## config.mk

```make
export PLATFORM = sky130hd
export DESIGN_NAME = csi2rx_pkt_decoder
export DESIGN_NICKNAME = d
export VERILOG_FILES = /design/src/rtl/csi2rx_pkt_decoder.sv
export SDC_FILE = /design/constraint.sdc
export NUM_CORES = 1
export LEC_CHECK = 0
export CAP_MARGIN = 25
export CORE_UTILIZATION = 45
export CTS_CLUSTER_DIAMETER = 150
export DETAILED_ROUTE_END_ITERATION = 6
export PLACE_DENSITY = 0.62
export RECOVER_POWER = 100
export SLEW_MARGIN = 20
export SYNTH_ARGS = -nofsm -noshare
export SYNTH_HDL_FRONTEND = slang
export SYNTH_SLANG_ARGS = --single-unit
```

## constraint.sdc

```tcl
create_clock -name rxbyteclkhs -period 12.1 [get_ports rxbyteclkhs]
set_input_delay 2.42 -clock rxbyteclkhs [delete_from_list [all_inputs] [get_ports rxbyteclkhs]]
set_output_delay 2.42 -clock rxbyteclkhs [all_outputs]
set_load 0.02 [all_outputs]
```

## src/rtl/csi2rx_pkt_decoder.sv

```systemverilog
// CSI-2 single-lane packet decoder on the PPI byte stream: header capture with
// ECC correction, long-packet payload strobe, CRC-16 check and truncation detect.
module csi2rx_pkt_decoder (
    input  logic        rxbyteclkhs,
    input  logic        rxbyteclkhs_rst_n,
    input  logic        rxactivehs,
    input  logic        rxsynchs,
    input  logic        rxvalidhs,
    input  logic [7:0]  rxdatahs,
    output logic        pkt_hdr_valid,
    output logic [1:0]  virtual_channel,
    output logic [5:0]  data_type,
    output logic [15:0] word_count,
    output logic        short_pkt,
    output logic        payload_valid,
    output logic [7:0]  payload_data,
    output logic        pkt_end,
    output logic        crc_err,
    output logic        ecc_corrected,
    output logic        ecc_uncorrectable,
    output logic        trunc_err
);

    typedef enum logic [2:0] {IDLE, HDR, PAYLOAD, CRC, DROP} state_t;

    // Header bit order on the wire: DI is D[7:0], WC LSB D[15:8], WC MSB D[23:16].
    typedef struct packed {
        logic [15:0] wc;
        logic [1:0]  vc;
        logic [5:0]  dt;
    } hdr_t;

    // Row p lists the data bits covered by parity bit P[p].
    localparam logic [5:0][23:0] PMASK = {
        24'hEFFC00, 24'hDF03F0, 24'hB8E38E,
        24'h749A6D, 24'hF2555B, 24'hF12CB7
    };

    state_t      state, state_nxt;
    logic [7:0]  di_q, wcl_q, wcm_q, crc_lsb_q;
    logic [1:0]  hdr_cnt;
    logic [15:0] rem_cnt;
    logic [15:0] crc_q;
    logic        crc_cnt;

    logic [23:0] hdr_raw, fix_mask;
    logic [5:0]  syndrome;
    logic        hdr_good, lost;
    hdr_t        hdr_fix;

    function automatic logic [5:0] ecc_parity(input logic [23:0] d);
        logic [5:0] p;
        for (int k = 0; k < 6; k++) p[k] = ^(d & PMASK[k]);
        return p;
    endfunction

    function automatic logic [23:0] syn_mask(input logic [5:0] syn);
        logic [23:0] m;
        m = '0;
        for (int i = 0; i < 24; i++)
            if (syn == {PMASK[5][i], PMASK[4][i], PMASK[3][i],
                        PMASK[2][i], PMASK[1][i], PMASK[0][i]})
                m[i] = 1'b1;
        return m;
    endfunction

    // Reflected CRC-16 (0x8408 is x^16+x^12+x^5+1 bit-reversed), LSB first.
    function automatic logic [15:0] crc_byte(input logic [15:0] c, input logic [7:0] b);
        logic [15:0] r;
        r = c;
        for (int i = 0; i < 8; i++)
            r = (r[0] ^ b[i]) ? ((r >> 1) ^ 16'h8408) : (r >> 1);
        return r;
    endfunction

    assign hdr_raw  = {wcm_q, wcl_q, di_q};
    assign syndrome = ecc_parity(hdr_raw) ^ rxdatahs[5:0];
    assign fix_mask = syn_mask(syndrome);
    assign hdr_fix  = hdr_t'(hdr_raw ^ fix_mask);
    assign hdr_good = (syndrome == 6'd0) || (|fix_mask) || $onehot(syndrome);
    assign lost     = !rxactivehs && (state == HDR || state == PAYLOAD || state == CRC);

    always_ff @(posedge rxbyteclkhs or negedge rxbyteclkhs_rst_n) begin
        if (!rxbyteclkhs_rst_n) state <= IDLE;
        else                    state <= state_nxt;
    end

    always_comb begin
        state_nxt = state;
        case (state)
            IDLE:    if (rxsynchs && rxvalidhs) state_nxt = HDR;
            HDR: begin
                if (lost) state_nxt = IDLE;
                else if (rxvalidhs && hdr_cnt == 2'd2) begin
                    if (!hdr_good)                   state_nxt = DROP;
                    else if (hdr_fix.dt[5:4] == 2'b00) state_nxt = DROP;
                    else if (hdr_fix.wc == 16'd0)    state_nxt = CRC;
                    else                             state_nxt = PAYLOAD;
                end
            end
            PAYLOAD: begin
                if (lost) state_nxt = IDLE;
                else if (rxvalidhs && rem_cnt == 16'd1) state_nxt = CRC;
            end
            CRC: begin
                if (lost) state_nxt = IDLE;
                else if (rxvalidhs && crc_cnt) state_nxt = DROP;
            end
            DROP:    if (!rxactivehs) state_nxt = IDLE;
            default: state_nxt = IDLE;
        endcase
    end

    always_ff @(posedge rxbyteclkhs or negedge rxbyteclkhs_rst_n) begin
        if (!rxbyteclkhs_rst_n) begin
            pkt_hdr_valid     <= 1'b0;
            virtual_channel   <= 2'd0;
            data_type         <= 6'd0;
            word_count        <= 16'd0;
            short_pkt         <= 1'b0;
            payload_valid     <= 1'b0;
            payload_data      <= 8'h00;
            pkt_end           <= 1'b0;
            crc_err           <= 1'b0;
            ecc_corrected     <= 1'b0;
            ecc_uncorrectable <= 1'b0;
            trunc_err         <= 1'b0;
            di_q              <= 8'h00;
            wcl_q             <= 8'h00;
            wcm_q             <= 8'h00;
            crc_lsb_q         <= 8'h00;
            hdr_cnt           <= 2'd0;
            rem_cnt           <= 16'd0;
            crc_q             <= 16'hFFFF;
            crc_cnt           <= 1'b0;
        end else begin
            pkt_hdr_valid     <= 1'b0;
            payload_valid     <= 1'b0;
            pkt_end           <= 1'b0;
            crc_err           <= 1'b0;
            ecc_corrected     <= 1'b0;
            ecc_uncorrectable <= 1'b0;
            trunc_err         <= 1'b0;
            if (lost) begin
                trunc_err <= 1'b1;
            end else if (rxvalidhs) begin
                case (state)
                    IDLE: if (rxsynchs) begin
                        di_q    <= rxdatahs;
                        hdr_cnt <= 2'd0;
                    end
                    HDR: begin
                        hdr_cnt <= hdr_cnt + 2'd1;
                        if (hdr_cnt == 2'd0)      wcl_q <= rxdatahs;
                        else if (hdr_cnt == 2'd1) wcm_q <= rxdatahs;
                        else if (hdr_good) begin
                            pkt_hdr_valid   <= 1'b1;
                            virtual_channel <= hdr_fix.vc;
                            data_type       <= hdr_fix.dt;
                            word_count      <= hdr_fix.wc;
                            short_pkt       <= (hdr_fix.dt[5:4] == 2'b00);
                            ecc_corrected   <= (syndrome != 6'd0);
                            rem_cnt         <= hdr_fix.wc;
                            crc_q           <= 16'hFFFF;
                            crc_cnt         <= 1'b0;
                        end else begin
                            ecc_uncorrectable <= 1'b1;
                        end
                    end
                    PAYLOAD: begin
                        payload_valid <= 1'b1;
                        payload_data  <= rxdatahs;
                        rem_cnt       <= rem_cnt - 16'd1;
                        crc_q         <= crc_byte(crc_q, rxdatahs);
                    end
                    CRC: begin
                        if (!crc_cnt) begin
                            crc_lsb_q <= rxdatahs;
                            crc_cnt   <= 1'b1;
                        end else begin
                            pkt_end <= 1'b1;
                            crc_err <= (crc_q != {rxdatahs, crc_lsb_q});
                        end
                    end
                    default: ;
                endcase
            end
        end
    end

endmodule

```

==> results of run 1 <==
area by class of cell:
class                           instances  area (um2)
Fill cell                            1278        6613
Multi-Input combinational cell        513        3595
Sequential cell                       110        2773
Timing Repair Buffer                   57       536.8
Clock buffer                            9       225.2
Tap cell                              180       225.2
Clock inverter                          7       66.31
Inverter                               16       62.56
worst register-to-register path, delay by kind of cell, from the launching register on:
| family | cells | cell delay, ns |
|---|---|---|
| fa+ha+maj | 4 | 1.69 |
| buf+inv | 2 | 1.35 |
| flops | 1 | 0.47 |
| simple gates | 3 | 1.13 |
| xor+xnor | 3 | 1.38 |
| compound gates | 3 | 1.35 |
placed cells by master (no fill, tap or decap), drive strengths merged, types with 8 or more instances in the layout:
cell type / netlist / routed
dfrtp: 94 / 94
nand2: 87 / 87
xnor2: 77 / 77
nor2: 63 / 63
o21ai: 48 / 48
dlygate4sd3: 0 / 43
mux2: 32 / 32
xor2: 28 / 28
nand3: 26 / 26
inv: 16 / 19
a21oi: 17 / 17
dfstp: 16 / 16
clkbuf: 22 / 14
nor3: 11 / 11
a22oi: 10 / 10
ha: 10 / 10
xnor3: 10 / 10
clkdlybuf4s50: 0 / 8
sequential cells by signal, indices dropped and copies added, names as in the netlist, 3 cells and up:
name and count:
data_type 6, state 3, crc_q 16, payload_data 8
rem_cnt 16, di_q 8, crc_lsb_q 8, wcl_q 8
wcm_q 8, word_count 16
routing by layer:
layer | up-vias | GRT usage [%]
li1 | 2386 | -
met1 | 2475 | 34.13
met2 | 182 | 36.59
met3 | 26 | 4.751
met4 | 0 | 8.358
met5 | - | 0
through the flow:
stage               util (%)  hold WS, ns  worst slack [ns]  cell area (um2)  std cells
global placement       51.38       0.4623             3.876             7243        876
detailed placement     51.38       0.4650             3.713             7243        876
global route           53.09       0.4955             2.015             7483        892
floorplan                  -       0.4671             5.397             6626        675
CTS                    53.45       0.4872             4.098             7535        892
finish                 53.09       0.4716             2.521             7483        892
cells by family after synthesis:
| group | synth area share [%] |
|---|---|
| and+or+nand+nor | 15.65 |
| AOI/OAI and AO/OA | 11.95 |
| xor gates and xnor gates | 18.18 |
| DFF | 41.84 |
| buffers and inverters | 3.682 |
| muxes | 5.891 |
| adders and majority gates | 2.795 |
path summary, 6_finish.rpt:
kind | endpoint | slack [ns] | startpoint
max | rem_cnt[13] | 2.52 | rxdatahs[3]
min | word_count[14] | 0.47 | word_count[14]
max reg2reg | rem_cnt[13] | 4.61 | wcl_q[0]
min reg2reg | word_count[14] | 0.47 | word_count[14]
max in group asynchronous | word_count[3] | 5.14 | rxbyteclkhs_rst_n
min in group asynchronous | di_q[2] | 3.13 | rxbyteclkhs_rst_n
==> reports/results.txt, run 1 <==
Final Hold Violating Endpoints -> 0
Global Route Usage Sum -> 24.07%
Initial Util -> 47.01%
Io pins -> 53
# H-tree levels -> 3
Nets@finish -> 733
CP max FO -> 46
Via Count -> 5069
Top cells by instance count after synthesis -> dfrtp_1, nand2_1, xnor2_1, nor2_1, o21ai_0
Reg2reg path depth -> 15
Initial antenna violation count -> 0
Clock-pin slew on the worst setup and hold paths -> 0.07 ns
Clk_skew -> 0.01458 ns
CTS Hold Bufs -> 0
Post-synth top area cell -> dfrtp_1
Most frequent cell after synthesis -> dfrtp_1
Max-Cap Viols -> 2
Worst Setup Start Kind -> input pin
Synth top area share -> 35.50%
Gpl congestion -> 0.9363
Syn Nets -> 701
Vias in the first global route -> 5015
Setup TNS Final -> 0 ns
Max Slew Vio Count -> 113
Buf+Inv Stages, Crit Path -> 3
Worst-margin pin slew -> 3.238 ns
Crit path top cell by count -> fa_1
Layout area overhead -> 12.93%
Mean Syn Cell Area -> 9.817 um2
Root Buffer -> clkbuf_16
WL met3 -> 903 um
Worst-Skew Late Latency -> 0.37 ns
Chip height -> 123.3 um
# clock sinks -> 110
WL/cell -> 18.82 um
Critical Setup Path Class -> in -> reg
Clock Path Buffers -> 2
Mapped Cells -> 675
CP Data Arrival Time -> 9.82 ns
Site Rows -> 43
Hold Path Class -> reg -> reg
Vias per inst -> 5.683
CTS buffer count -> 9
Crit path time final -> 9.579 ns
Placeable Area -> 14100 um2
Iter 0 DRT Violations -> 447
Detail Route Antenna Nets -> 0
Crit path max-delay family -> buffers and inverters
CP cell instances -> dlygate4sd3_1, xnor3_1, xnor3_1, xnor2_1, inv_1, fa_1, fa_1, ha_1, fa_1, nor2_1, a21o_1, or4_1, o21ai_4, clkbuf_1, nand2_1, a221o_1
Violated checks -> max-capacitance violations, max-slew violations
GR Overflow Total -> 0
Total Routed Length -> 16.79 mm
Chip width -> 123.3 um
Status -> complete, but fails checks
Setup Buffers After CTS -> 0
Slew margin rel. -> -115.9%
Hold Crit Depth -> 2
First-pass GRT wire length -> 27.40 mm
Ant diodes -> 0
Fin crit share -> 79.16%
Worst setup EP type -> register
Post-synth EDFFs -> 0
Synth warnings -> 0
Seq/Total Area, Yosys -> 41.84%
Synth unique cells -> 71
Slowest library cell on the worst path -> clkbuf_1
CP Data Required Time -> 12.35 ns
Met2 WL post-DR -> 7.531 mm
F_max -> 104.4 MHz
Number of synthesized register bits -> 110
DR pass1 iterations -> 6
Top routing layer used -> met4
Stages on the worst setup path -> 16
Setup violators final -> 0
CTS tree -> built
Synth top area cells -> dfrtp_1, xnor2_1, dfstp_2
Unrepaired setup endpoints after global routing -> false
Die area -> 15210 um2
CP peak stage delay -> 1.00 ns
Post-synthesis cell area -> 6626 um2
Synth Flop Type -> dfrtp_1
Share of layout cells above drive strength 1 -> 11.94%
Hpwl dp -> 12.16 mm
# port buffers -> 52
Gates resized, CTS repair -> 0
Post-synth ARST share -> 100.0%
Drt drc -> 0
WL met1 -> 7.926 mm
Largest net degree at the start of global routing -> 59
Power of run 1 is not shown: default switching activity piles up to over one toggle a cycle in this logic, so the estimate is an artifact.
==> inputs of run 2 (changes only) <==
==> constraint.sdc (replaced) <==
create_clock -name rxbyteclkhs -period 9.8 [get_ports rxbyteclkhs]
set_input_delay 1.96 -clock rxbyteclkhs [delete_from_list [all_inputs] [get_ports rxbyteclkhs]]
set_output_delay 1.96 -clock rxbyteclkhs [all_outputs]
set_load 0.02 [all_outputs]
==> run 2 against run 1 <==
Net effect: the run still ends with max-capacitance violations, max-slew violations left; worst setup slack worse by 0.73 ns; critical path depth down 1; register-to-register slack got worse by 1.3 ns; via count rose by 0.53%; global-route usage fell by 0.39 points; non-clock buffer count stayed put; clock skew is 0.0035 ns lower.
==> reports/results.txt, run 2 (same netlist as run 1, synthesis figures left out) <==
DR pass1 iterations -> 5 (-1)
Vias in the first global route -> 4963 (-1.0%)
Gates resized, CTS repair -> 0 (unchanged)
Chip height -> 123.3 um (unchanged)
Share of layout cells above drive strength 1 -> 11.94% (unchanged)
Largest net degree at the start of global routing -> 81 (+37%)
Hold Crit Depth -> 2 (unchanged)
Status -> complete, but fails checks
Worst-Skew Late Latency -> 0.36 ns (about the same)
Hold Path Class -> reg -> reg
Most common cell after layout, fill and taps aside -> dfrtp_1
CP Data Arrival Time -> 8.18 ns (-1.64 ns)
Gpl congestion -> 0.9338 (-0.27%)
Global Route Usage Sum -> 23.68% (-0.39 points)
Die area -> 15210 um2 (unchanged)
Final setup margin -> 1.788 ns (-0.7331 ns)
WHS Endpoint -> word_count[15]
FILL cells -> 1285 (+0.55%)
First-pass GRT wire length -> 26.77 mm (-2.3%)
CTS Hold Bufs -> 0 (unchanged)
Placeable Area -> 14100 um2 (unchanged)
Total Routed Length -> 16.61 mm (-1.1%)
Detail Route Antenna Nets -> 0 (unchanged)
Fin crit share -> 81.75%
Iter 0 DRT Violations -> 348 (-22%)
Dpl ws -> 2.196 ns (-1.518 ns)
Slew margin rel. -> -180.8% (-65 points)
Io pins -> 53 (unchanged)
Reg2reg setup slack -> 3.32 ns (-1.29 ns)
Vias per inst -> 5.713 (+0.53%)
# H-tree levels -> 3 (unchanged)
Clock Path Buffers -> 2 (unchanged)
Site Rows -> 43 (unchanged)
Regs by FF count -> crc_q: 16 flops, rem_cnt: 16 flops, word_count: 16 flops
CP max FO -> 45 (-2.2%)
Max-Cap Viols -> 2 (unchanged)
# clock sinks -> 110 (unchanged)
CP Data Required Time -> 9.97 ns (-2.38 ns)
Worst Setup Start Kind -> input pin
CTS buffer count -> 9 (unchanged)
Max Slew Vio Count -> 113 (unchanged)
Clock-pin slew on the worst setup and hold paths -> 0.07 ns (about the same)
Setup TNS Final -> 0 ns (unchanged)
Worst setup EP type -> register
GR Overflow Total -> 0 (unchanged)
Chip width -> 123.3 um (unchanged)
Violated checks -> max-capacitance violations, max-slew violations
Crit path time final -> 8.012 ns
Hold Crit Start -> word_count[15]
Reg2reg path depth -> 14 (-1)
CTS tree -> built
Critical Setup Path Class -> in -> reg
Hpwl dp -> 12.04 mm (-0.98%)
Final Hold Violating Endpoints -> 0 (unchanged)
Initial antenna violation count -> 0 (unchanged)
Ant diodes -> 0 (unchanged)
Most frequent cells in the layout -> dfrtp_1, nand2_1, xnor2_1
WL/cell -> 18.62 um (-1.1%)
Via Count -> 5096 (+0.53%)
Initial Util -> 47.01% (unchanged)
# port buffers -> 52 (unchanged)
Nets@finish -> 733 (unchanged)
F_max -> 124.8 MHz
Layout area overhead -> 12.97% (about the same)
Unrepaired setup endpoints after global routing -> false
Root Buffer -> clkbuf_16
Worst flop-to-flop path endpoint -> data_type[1]
RR Startpoint -> wcm_q[4]
Worst-margin pin slew -> 4.211 ns (+0.9730 ns)
Setup violators final -> 0 (unchanged)
Setup Buffers After CTS -> 0 (unchanged)
Drt drc -> 0 (unchanged)
Clk_skew -> 0.01106 ns (-0.003518 ns)
[run 2: layout make-up]
cell class              count  area, um2  area share, %
inverters                  16      62.56         0.8357
clock buffers              10      229.0          3.059
multi-input cells         513       3607          48.19
flip-flops and latches    110       2773          37.04
clock inverters             6      52.55         0.7020
well taps                 180      225.2          3.009
repair buffers             57      536.8          7.170
[run 2: through the flow]
step	area (um2)	utilization, %	hold slack (ns)	cells
after CTS	7525	53.38	0.4899	892
after floorplan	6626	-	0.4671	675
after global routing	7486	53.11	0.5001	892
final	7486	53.11	0.4758	892
after global placement	7243	51.38	0.4613	876
after detailed placement	7243	51.38	0.4628	876
[run 2: worst max-delay path by stage]
stage,startpoint,to,slack [ns],cells past startpoint
global placement,rxdatahs[3],word_count[10],2.31,15
global route,rxdatahs[0],data_type[1],1.24,16
finish,rxdatahs[3],data_type[1],1.79,15
CTS,rxdatahs[3],data_type[1],2.60,15
floorplan,rxdatahs[3],rem_cnt[12],3.56,16
detailed placement,rxdatahs[3],data_type[1],2.20,15
[run 2: worst max-delay path: stages]
cell	delay [ns]
clkdlybuf4s50_1	0.67
xnor3_1	0.28
xnor3_1	0.27
xnor2_4	0.32
inv_2	0.15
fa_1	0.52
fa_1	0.42
ha_1	0.21
fa_1	0.48
nor2_1	0.04
a21o_1	0.16
or4_1	0.58
o21ai_4	0.69
clkbuf_1	1.14
o21ai_0	0.27
[run 2: routing by layer]
metal / GRT usage [%] / share of wire [%] / up-vias
met5: 0 / 0 / -
met4: 8.057 / 2.5 / 0
met3: 4.982 / 6.2 / 28
met2: 36.77 / 45 / 193
met1: 32.77 / 46 / 2484
li1: - / - / 2391
Power of run 2 is left out for the same reason.
==> inputs of run 3 (changes only) <==
--- a/config.mk
+++ b/config.mk
@@ -9,7 +9,7 @@
 export CORE_UTILIZATION = 45
 export CTS_CLUSTER_DIAMETER = 150
 export DETAILED_ROUTE_END_ITERATION = 6
-export PLACE_DENSITY = 0.62
+export PLACE_DENSITY = 0.65
 export RECOVER_POWER = 100
 export SLEW_MARGIN = 20
 export SYNTH_ARGS = -nofsm -noshare
==> constraint.sdc (replaced) <==
create_clock -name rxbyteclkhs -period 6.6 [get_ports rxbyteclkhs]
set_input_delay 1.32 -clock rxbyteclkhs [delete_from_list [all_inputs] [get_ports rxbyteclkhs]]
set_output_delay 1.32 -clock rxbyteclkhs [all_outputs]
set_load 0.02 [all_outputs]
==> run 3 against run 2 <==
Net effect: the flow still finishes with violations (max-capacitance violations, max-slew violations); final cell count increased by 0.78%; critical path depth unchanged; wire length grew 1.1%; worst hold slack worse by 0.0015 ns; clock skew fell by 0.0010 ns; sequential cell count did not move; count of clock-buffer cells in the layout is 1 lower; register-to-register slack lost 2.2 ns; first-iteration DRC count rose by 8.3%; die area unchanged; non-clock buffer count is 7 higher; via count shrank 0.16%; critical path type unchanged.
==> reports/results.txt, run 3 (same netlist as run 1, synthesis figures left out) <==
WL/cell -> 18.68 um (+0.33%)
CTS tree -> built
Crit path time final -> 6.092 ns
Drt drc -> 0 (unchanged)
Root Buffer -> clkbuf_16
Vias in the first global route -> 5056 (+1.9%)
Global Route Usage Sum -> 24.11% (+0.43 points)
CP max FO -> 12 (-73%)
Final Hold Violating Endpoints -> 0 (unchanged)
Initial Util -> 47.01% (unchanged)
First-pass GRT wire length -> 27.34 mm (+2.1%)
Worst setup EP type -> register
Fin crit share -> 92.30%
FILL cells -> 1251 (-2.6%)
RR Startpoint -> wcl_q[0]
Violated checks -> max-capacitance violations, max-slew violations
Clk_skew -> 0.01004 ns (-0.001021 ns)
CTS buffer count -> 9 (unchanged)
Layout area overhead -> 14.43%
F_max -> 164.2 MHz
Clock Path Buffers -> 2 (unchanged)
Initial antenna violation count -> 0 (unchanged)
GR Overflow Total -> 0 (unchanged)
Setup violators final -> 0 (unchanged)
Chip height -> 123.3 um (unchanged)
Detail Route Antenna Nets -> 0 (unchanged)
Nets@finish -> 740 (+0.95%)
CP peak stage delay -> 0.58 ns (-0.56 ns)
Dpl ws -> 0.3190 ns (-1.877 ns)
Iter 0 DRT Violations -> 377 (+8.3%)
Final Core Density -> 53.79% (+0.68 points)
Critical Setup Path Class -> in -> reg
Largest net degree at the start of global routing -> 67 (-17%)
Crit path top cell by count -> fa_1
Regs by FF count -> crc_q: 16 flops, rem_cnt: 16 flops, word_count: 16 flops
Setup Buffers After CTS -> 0 (unchanged)
Chip width -> 123.3 um (unchanged)
Vias per inst -> 5.660 (-0.93%)
Most common cell after layout, fill and taps aside -> dfrtp_1
DR pass1 iterations -> 5 (unchanged)
Worst flop-to-flop path endpoint -> rem_cnt[12]
Final setup margin -> 0.5083 ns (-1.280 ns)
Reg2reg setup slack -> 1.16 ns (-2.16 ns)
# port buffers -> 52 (unchanged)
Gates resized, CTS repair -> 0 (unchanged)
Cell area after layout -> 7582 um2 (+1.3%)
Placed Area -> 7296 um2 (+0.73%)
Status -> complete, but fails checks
Reg2reg path depth -> 14 (unchanged)
Site Rows -> 43 (unchanged)
Via Count -> 5088 (-0.16%)
Share of layout cells above drive strength 1 -> 13.21% (+1.3 points)
Die area -> 15210 um2 (unchanged)
Crit path max-delay family -> adder cells
Io pins -> 53 (unchanged)
Placeable Area -> 14100 um2 (unchanged)
Setup TNS Final -> 0 ns (unchanged)
CP cell instances -> clkdlybuf4s50_1, xnor3_1, xnor3_1, xnor2_4, inv_1, fa_1, fa_1, ha_1, fa_1, nor2_1, a21o_1, or4_1, or2_0, a32o_1, a21o_1
Worst Setup Start Kind -> input pin
WHS Endpoint -> word_count[11]
Slew margin rel. -> -68.60% (+110 points)
CTS Hold Bufs -> 0 (unchanged)
Max Slew Vio Count -> 113 (unchanged)
Slowest library cell on the worst path -> or4_1
Ant diodes -> 0 (unchanged)
Hold Path Class -> reg -> reg
Gpl congestion -> 1.010 (+8.2%)
Hold Crit Start -> word_count[11]
Unrepaired setup endpoints after global routing -> false
Worst-margin pin slew -> 2.529 ns (-1.682 ns)
Total Routed Length -> 16.79 mm (+1.1%)
Buf+Inv Stages, Crit Path -> 2 (-1)
CP Data Arrival Time -> 6.35 ns (-1.83 ns)
CP Data Required Time -> 6.86 ns (-3.11 ns)
# clock sinks -> 110 (unchanged)
# H-tree levels -> 3 (unchanged)
Clock-pin slew on the worst setup and hold paths -> 0.07 ns (about the same)
Most frequent cells in the layout -> dfrtp_1, nand2_1, xnor2_1
Hold Crit Depth -> 2 (unchanged)
Max-Cap Viols -> 2 (unchanged)
Hpwl dp -> 12.35 mm (+2.6%)
Worst-Skew Late Latency -> 0.37 ns (about the same)
## run 3: cell count changes in the layout (fill, tap and decap cells not counted), sizes merged
cell	change
dlygate4sd3	-1
clkbuf	-1
clkdlybuf4s50	+1
buf	+7
bufinv	+1
## run 3: layout make-up
type	instances	area, um2	area share (%)
multi-input cells	513	3615	47.67
flip-flops and latches	110	2773	36.57
repair buffers	64	591.8	7.805
clock buffers	9	225.2	2.970
well taps	180	225.2	2.970
clock inverters	7	90.09	1.188
inverters	16	62.56	0.8251
## run 3: worst reg2reg max path: stages, from the launching register on
cell and delay [ns]:
dfrtp_1 0.45, xnor2_1 0.30, xnor3_1 0.56, xnor2_4 0.30, inv_1 0.22, fa_1 0.54
fa_1 0.44, ha_1 0.22, fa_1 0.48, nor2_1 0.05, a21o_1 0.16, or4_1 0.58
or2_0 0.53, a32o_1 0.35, a21o_1 0.15
## run 3: per-layer routing
| metal | vias to the layer above | GRT usage [%] | share of wire, % | wire, um |
|---|---|---|---|---|
| met1 | 2482 | 33.11 | 45 | 7598 |
| li1 | 2399 | - | - | - |
| met2 | 170 | 37.01 | 46 | 7707 |
| met4 | 0 | 9.187 | 2.9 | 489 |
| met5 | - | 0 | 0 | 0 |
| met3 | 37 | 5.489 | 5.9 | 995 |
## run 3: worst max-delay path by stage
stage,startpoint,to,slack [ns],cells after the start
2_1_floorplan,rxdatahs[3],rem_cnt[12],1.0,16
3_3_place_gp,rxdatahs[3],word_count[0],0.42,15
3_5_place_dp,rxdatahs[3],word_count[0],0.32,15
4_1_cts,rxdatahs[3],word_count[0],0.71,15
5_1_grt,rxdatahs[3],rem_cnt[3],0.25,16
6_report,rxdatahs[3],rem_cnt[12],0.51,15
## run 3: per-stage QoR
step	hold WS [ns]	cells
floorplan	0.4671	675
global placement	0.4620	883
detailed placement	0.4610	883
CTS	0.4876	899
global route	0.4997	899
finish	0.4744	899
Power of run 3 is left out for the same reason.
